**src/rtl/uart_tx_fifo.sv**
```systemverilog
// UART transmitter fed by a first-word-fall-through byte FIFO; 8N1 frames, or 8E1 when UART_TX_PARITY_EN is defined.
// Latency: a byte written at edge N starts its start bit at edge N+1 if idle; writes to a full FIFO are dropped and flagged.
module uart_tx_fifo #(
    parameter int DEPTH = 16
) (
    input  logic                     HCLK,
    input  logic                     HRESETn,
    input  logic                     en,
    input  logic [15:0]              prescaler,
    input  logic [7:0]               wdata,
    input  logic                     wr,
    input  logic                     ovf_clr,
    output logic                     full,
    output logic                     empty,
    output logic [$clog2(DEPTH):0]   level,
    output logic                     overflow,
    output logic                     busy,
    output logic                     tx
);
    localparam int AW = $clog2(DEPTH);

`ifdef UART_TX_PARITY_EN
    typedef enum logic [2:0] {IDLE, START, DATA, PARITY, STOP} state_t;
`else
    typedef enum logic [2:0] {IDLE, START, DATA, STOP} state_t;
`endif

    logic [7:0]    r_mem [DEPTH];
    logic [AW-1:0] r_wptr;
    logic [AW-1:0] r_rptr;
    logic [AW:0]   r_level;
    logic          r_ovf;

    state_t        r_state;
    logic          r_tx;
    logic          r_busy;
    logic [7:0]    r_shift;
    logic [15:0]   r_presc;
    logic [15:0]   r_cnt;
    logic [2:0]    r_bit;
`ifdef UART_TX_PARITY_EN
    logic          r_par;
`endif

    logic          w_full;
    logic          w_empty;
    logic          w_push;
    logic          w_pop;
    logic          w_can_pop;
    logic          w_bit_end;
    logic [7:0]    w_rdata;

    assign w_full    = (r_level == (AW+1)'(DEPTH));
    assign w_empty   = (r_level == '0);
    assign w_push    = wr && !w_full;
    assign w_can_pop = en && !w_empty;
    assign w_bit_end = (r_cnt == r_presc);
    // A pop both starts a frame from IDLE and chains frames at the end of STOP.
    assign w_pop     = w_can_pop && ((r_state == IDLE) || ((r_state == STOP) && w_bit_end));
    assign w_rdata   = r_mem[r_rptr];

    always_ff @(posedge HCLK) begin
        if (w_push)
            r_mem[r_wptr] <= wdata;
    end

    always_ff @(posedge HCLK or negedge HRESETn) begin
        if (!HRESETn) begin
            r_wptr  <= '0;
            r_rptr  <= '0;
            r_level <= '0;
            r_ovf   <= 1'b0;
        end else begin
            if (w_push)
                r_wptr <= r_wptr + 1'b1;
            if (w_pop)
                r_rptr <= r_rptr + 1'b1;
            case ({w_push, w_pop})
                2'b10:   r_level <= r_level + 1'b1;
                2'b01:   r_level <= r_level - 1'b1;
                default: r_level <= r_level;
            endcase
            // A rejected write wins over a simultaneous clear.
            if (wr && w_full)
                r_ovf <= 1'b1;
            else if (ovf_clr)
                r_ovf <= 1'b0;
        end
    end

    always_ff @(posedge HCLK or negedge HRESETn) begin
        if (!HRESETn) begin
            r_state <= IDLE;
            r_tx    <= 1'b1;
            r_busy  <= 1'b0;
            r_shift <= '0;
            r_presc <= '0;
            r_cnt   <= '0;
            r_bit   <= '0;
`ifdef UART_TX_PARITY_EN
            r_par   <= 1'b0;
`endif
        end else if (w_pop) begin
            r_state <= START;
            r_tx    <= 1'b0;
            r_busy  <= 1'b1;
            r_shift <= w_rdata;
            r_presc <= prescaler;
            r_cnt   <= '0;
            r_bit   <= '0;
`ifdef UART_TX_PARITY_EN
            r_par   <= ^w_rdata;
`endif
        end else begin
            case (r_state)
                IDLE: begin
                    r_tx   <= 1'b1;
                    r_busy <= 1'b0;
                end
                START: begin
                    if (w_bit_end) begin
                        r_cnt   <= '0;
                        r_bit   <= '0;
                        r_tx    <= r_shift[0];
                        r_state <= DATA;
                    end else begin
                        r_cnt <= r_cnt + 1'b1;
                    end
                end
                DATA: begin
                    if (w_bit_end) begin
                        r_cnt <= '0;
                        if (r_bit == 3'd7) begin
`ifdef UART_TX_PARITY_EN
                            r_tx    <= r_par;
                            r_state <= PARITY;
`else
                            r_tx    <= 1'b1;
                            r_state <= STOP;
`endif
                        end else begin
                            r_bit   <= r_bit + 1'b1;
                            r_tx    <= r_shift[1];
                            r_shift <= {1'b0, r_shift[7:1]};
                        end
                    end else begin
                        r_cnt <= r_cnt + 1'b1;
                    end
                end
`ifdef UART_TX_PARITY_EN
                PARITY: begin
                    if (w_bit_end) begin
                        r_cnt   <= '0;
                        r_tx    <= 1'b1;
                        r_state <= STOP;
                    end else begin
                        r_cnt <= r_cnt + 1'b1;
                    end
                end
`endif
                STOP: begin
                    if (w_bit_end) begin
                        r_cnt   <= '0;
                        r_tx    <= 1'b1;
                        r_busy  <= 1'b0;
                        r_state <= IDLE;
                    end else begin
                        r_cnt <= r_cnt + 1'b1;
                    end
                end
                default: begin
                    r_tx    <= 1'b1;
                    r_busy  <= 1'b0;
                    r_state <= IDLE;
                end
            endcase
        end
    end

    assign full     = w_full;
    assign empty    = w_empty;
    assign level    = r_level;
    assign overflow = r_ovf;
    assign busy     = r_busy;
    assign tx       = r_tx;

endmodule
```
**config.mk**
```make
export PLATFORM = sky130hd
export DESIGN_NAME = uart_tx_fifo
export DESIGN_NICKNAME = d
export VERILOG_FILES = /design/src/rtl/uart_tx_fifo.sv
export SDC_FILE = /design/constraint.sdc
export NUM_CORES = 1
export LEC_CHECK = 0
export ABC_AREA = 1
export CAP_MARGIN = 20
export CORE_AREA = 8 8 153 155
export CTS_BUF_LIST = sky130_fd_sc_hd__clkbuf_2 sky130_fd_sc_hd__clkbuf_4 sky130_fd_sc_hd__clkbuf_8
export DETAILED_ROUTE_END_ITERATION = 6
export DIE_AREA = 0 0 161 163
export HOLD_SLACK_MARGIN = 0.02
export PLACE_DENSITY_LB_ADDON = 0.15
export SLEW_MARGIN = 20
export SYNTH_ARGS = -nofsm -noshare
export SYNTH_HDL_FRONTEND = slang
export SYNTH_SLANG_ARGS = --single-unit
export TNS_END_PERCENT = 1
```
**constraint.sdc**
```tcl
create_clock -name HCLK -period 2.9 [get_ports HCLK]
set_input_delay 0.435 -clock HCLK [delete_from_list [all_inputs] [get_ports HCLK]]
set_output_delay 0.435 -clock HCLK [all_outputs]
set_load 0.01 [all_outputs]
```
==> results of run 1 <==
==> worst min path at each step <==
stage	cells past startpoint	slack [ns]	from	to
finish	2	0.49	tx	tx
detailed placement	2	0.47	r_shift[7]	r_shift[7]
global route	2	0.50	ovf_clr	overflow
floorplan	0	0.14	HRESETn	busy
global placement	2	0.46	busy	busy
CTS	3	0.46	prescaler[3]	r_presc[3]
==> cell type report <==
class                           instances  area share [%]
Clock inverter                         15            2.25
Tap cell                              275            3.54
Multi-Input combinational cell        533            27.7
Timing Repair Buffer                   67            6.33
Sequential cell                       189            55.3
Clock buffer                           17            2.41
Inverter                               65            2.53
==> cells in the final DEF, fill, tap and decap left out, types with 3 or more instances in the layout <==
cell type                         count
sky130_fd_sc_hd__nand2_1            153
sky130_fd_sc_hd__buf_4               26
sky130_fd_sc_hd__nand2_2              3
sky130_fd_sc_hd__o21ai_0             93
sky130_fd_sc_hd__dfrtp_2              3
sky130_fd_sc_hd__a21oi_1             17
sky130_fd_sc_hd__clkdlybuf4s50_1     37
sky130_fd_sc_hd__edfxtp_1           128
sky130_fd_sc_hd__a31oi_1              3
sky130_fd_sc_hd__xor2_1              15
sky130_fd_sc_hd__o211ai_1             6
sky130_fd_sc_hd__o21ai_1              5
sky130_fd_sc_hd__ha_1                15
sky130_fd_sc_hd__nor2_1             105
sky130_fd_sc_hd__dfrtp_1             57
sky130_fd_sc_hd__inv_12               6
sky130_fd_sc_hd__o22ai_1             20
sky130_fd_sc_hd__nand4_1              6
sky130_fd_sc_hd__inv_2               10
sky130_fd_sc_hd__nor3_1              16
sky130_fd_sc_hd__clkinv_8             5
sky130_fd_sc_hd__inv_1               52
sky130_fd_sc_hd__nor2_2               3
sky130_fd_sc_hd__clkbuf_8            17
sky130_fd_sc_hd__o221ai_1             9
sky130_fd_sc_hd__nand3_1             46
==> critical path, stage by stage (launching register included) <==
cell and delay [ns]:
sky130_fd_sc_hd__dfrtp_1 0.46, sky130_fd_sc_hd__inv_2 0.07, sky130_fd_sc_hd__nand2_1 0.06, sky130_fd_sc_hd__nand2_1 0.05, sky130_fd_sc_hd__nor2_1 0.09, sky130_fd_sc_hd__nand2_1 0.07, sky130_fd_sc_hd__nor2_2 0.15, sky130_fd_sc_hd__nand3_2 0.12
sky130_fd_sc_hd__a21oi_4 0.22, sky130_fd_sc_hd__ha_4 0.20, sky130_fd_sc_hd__ha_1 0.25, sky130_fd_sc_hd__inv_1 0.09, sky130_fd_sc_hd__o21bai_1 0.10, sky130_fd_sc_hd__a31oi_1 0.21, sky130_fd_sc_hd__inv_1 0.09, sky130_fd_sc_hd__a21oi_1 0.16
sky130_fd_sc_hd__o21ai_0 0.13, sky130_fd_sc_hd__xor2_1 0.15
==> stage by stage <==
stage | util (%) | cells | setup WS [ns] | power (mW) | cell area [um^2]
2_1_floorplan | - | 820 | 0.174 | 2.95 | 8450
3_3_place_gp | 44.3 | 1127 | 0.212 | 3.03 | 9230
3_5_place_dp | 44.3 | 1127 | 0.107 | 3.03 | 9230
4_1_cts | 46.6 | 1160 | 0.0889 | 4.91 | 9700
5_1_grt | 46.7 | 1161 | 0.00236 | 5.02 | 9730
6_report | 46.7 | 1161 | 0.108 | 4.85 | 9730
==> state kept, by name, indices dropped and copies added (netlist names) <==
register	cells
r_rptr	4
r_state	2
r_shift	8
busy	1
r_mem	128
r_cnt	16
r_bit	3
r_wptr	4
r_presc	16
tx	1
overflow	1
level	5
==> power breakdown <==
group	internal, mW	total [mW]	switching [mW]
sequential	2.88	2.88	0.000455
combinational	0.0381	0.0884	0.0503
clock	0.711	1.88	1.17
==> cells by family (layout without fill, tap and decap cells) <==
kind of cell               Yosys count  in the layout  share of synthesized area, %
xor gates and xnor gates            17             17                          1.76
buffers and inverters               98            164                          4.80
DFF                                189            189                          63.6
muxes                                1              1                         0.118
adders and majority gates           16             16                          2.37
AOI/OAI and AO/OA                  162            162                          10.9
and+or+nand+nor                    337            337                          16.5
==> routing by layer <==
metal / wire length [um] / global-route usage, % / share of wire [%]
met1: 9280 / 20.1 / 47
met2: 9680 / 25.6 / 49
met3: 766 / 3.06 / 3.9
met4: 149 / 4.34 / 0.75
met5: 0 / 0 / 0
==> timing repair <==
| item | 4_1_cts | 5_1_grt |
|---|---|---|
| hold buffers | 1 | 0 |
| gates resized for setup | 0 | 8 |
| hold endpoints to repair | 3 | 0 |
| buffers inserted | 0 | 1 |
| endpoints found under the setup margin | 0 | 2 |
==> metrics.txt, run 1 <==
area growth from synthesis to layout=15.1%; minimum setup slack among reg-to-reg paths=between 0.1 and 0.15 ns; setup repair after global routing missed its margin=false; critical register-to-register path startpoint=r_cnt[10]; Clock Pin Slew Worst Setup and Hold Paths=~0.12 ns; aggregate global-route resource usage=between 15 and 20%; Top FF cell, synth=sky130_fd_sc_hd__edfxtp_1; height of the die=approximately 160 um; TritonCTS clock tree=done; post-synth top area cell=sky130_fd_sc_hd__edfxtp_1; Synthesized Nets=about 870; sequential cell area fraction in the yosys report=~64%; worst hold slack across all endpoints=between 0.4 and 0.5 ns; critical setup path kind=register to register; library cell used as clock root buffer=sky130_fd_sc_hd__clkbuf_8; maximum resistive drop on vdd=~0.00028 V; Die W=around 160 um; core footprint=around 0.021 mm^2; reg2reg end=level[4]; headroom to the max-slew limit=between 40% and 50%; CP endpoint kind=register; starting density of the core=between 40% and 50%; remaining antenna violation count after routing=0; required time at the worst-slack endpoint=3.27 ns; cell count of the worst reg-to-reg path=17; clock tree buffer depth=2; antenna cells=0; Fin. Hold Viols=0; fraction of final layout cells with drive strength greater than 1=between 10% and 20%; share of synthesized registers carrying an async set or reset=32.3%; post-layout minimum cycle time=between 2 and 3 ns; cells after synthesis=820; Die Outline Area=0.0262 mm^2; number of sinks driven by the clock tree=189; vias=5983; Critical path destination=level[4]; critical path startpoint category=register; syn_area_per_cell=roughly 10 um^2; worst-skew pair later-pin latency=0.49 ns; row count=between 50 and 60; max-slew violation count=0; #FFs+latches synth=between 150 and 200; launch point of the worst path=r_cnt[10]; number of iterations in the first detailed-routing pass=5; gr ovfl total=0; most frequent cell after synthesis=sky130_fd_sc_hd__nand2_1; power per unit of standard cell area=499 mW/mm^2; Clock H-tree levels=4; detailed-route wire length per cell=17.1 um; # IOs=39; IO Port Bufs=38; footprint of the multi-input gates=0.00269 mm^2; top cells by instance count after synthesis=sky130_fd_sc_hd__nand2_1 (153), sky130_fd_sc_hd__edfxtp_1 (128), sky130_fd_sc_hd__nor2_1 (105), sky130_fd_sc_hd__o21ai_0 (93), sky130_fd_sc_hd__dfrtp_1 (60); maximum fanout along the worst path=5; initial antenna violation count=0; crit share post-route=between 90% and 100%; HPWL reported at the end of detailed placement=~13 mm; synthesis warning total=0; outcome=finished, final reports clean; average vias per placed instance=5.15; number of global-route vias before repair=approximately 5800; Total Negative Setup Slacks=0 ns; Register Area=between 0.005 and 0.006 mm^2; Worst EP arrival=about 3.2 ns; HP Class=register to register; first-pass GRT wire length=approximately 32 mm; fraction of post-synthesis cell area in the top cell type by area=a little under half; static leakage=roughly 3.9 nW; cell types occupying the most area after synthesis=sky130_fd_sc_hd__edfxtp_1 (45%), sky130_fd_sc_hd__dfrtp_1 (18%), sky130_fd_sc_hd__nand2_1 (6.8%), sky130_fd_sc_hd__o21ai_0 (5.5%), sky130_fd_sc_hd__nor2_1 (4.7%); DR DRC count=0; global placement routability congestion=around 0.82; post-layout net count=918; post-synthesis cell type count=40; setup skew after layout=around 0.024 ns; cell area after synthesis=~0.0085 mm^2; pin count of the biggest net entering global routing=67; Filler Cells Inserted=slightly below 2000; Detailed Route WL=between 15 and 20 mm; number of buffers created by CTS=17; Post-synth EDFFs=128; f_max=358 MHz; number of setup violations in the final report=0; max-cap viol count=0; slew at the pin closest to its max-slew limit=approximately 0.76 ns; number of DRC markers after the initial detailed-route iteration=between 300 and 400
(Power assumes the default switching activity.)
==> run 2, diff against run 1 <==
--- a/config.mk
+++ b/config.mk
@@ -6,7 +6,7 @@
 export NUM_CORES = 1
 export LEC_CHECK = 0
 export ABC_AREA = 1
-export CAP_MARGIN = 20
+export CAP_MARGIN = 15
 export CORE_AREA = 8 8 153 155
 export CTS_BUF_LIST = sky130_fd_sc_hd__clkbuf_2 sky130_fd_sc_hd__clkbuf_4 sky130_fd_sc_hd__clkbuf_8
 export DETAILED_ROUTE_END_ITERATION = 6
==> results of run 2 <==
No change in the layout: final DEF, timing and power equal those of run 1.
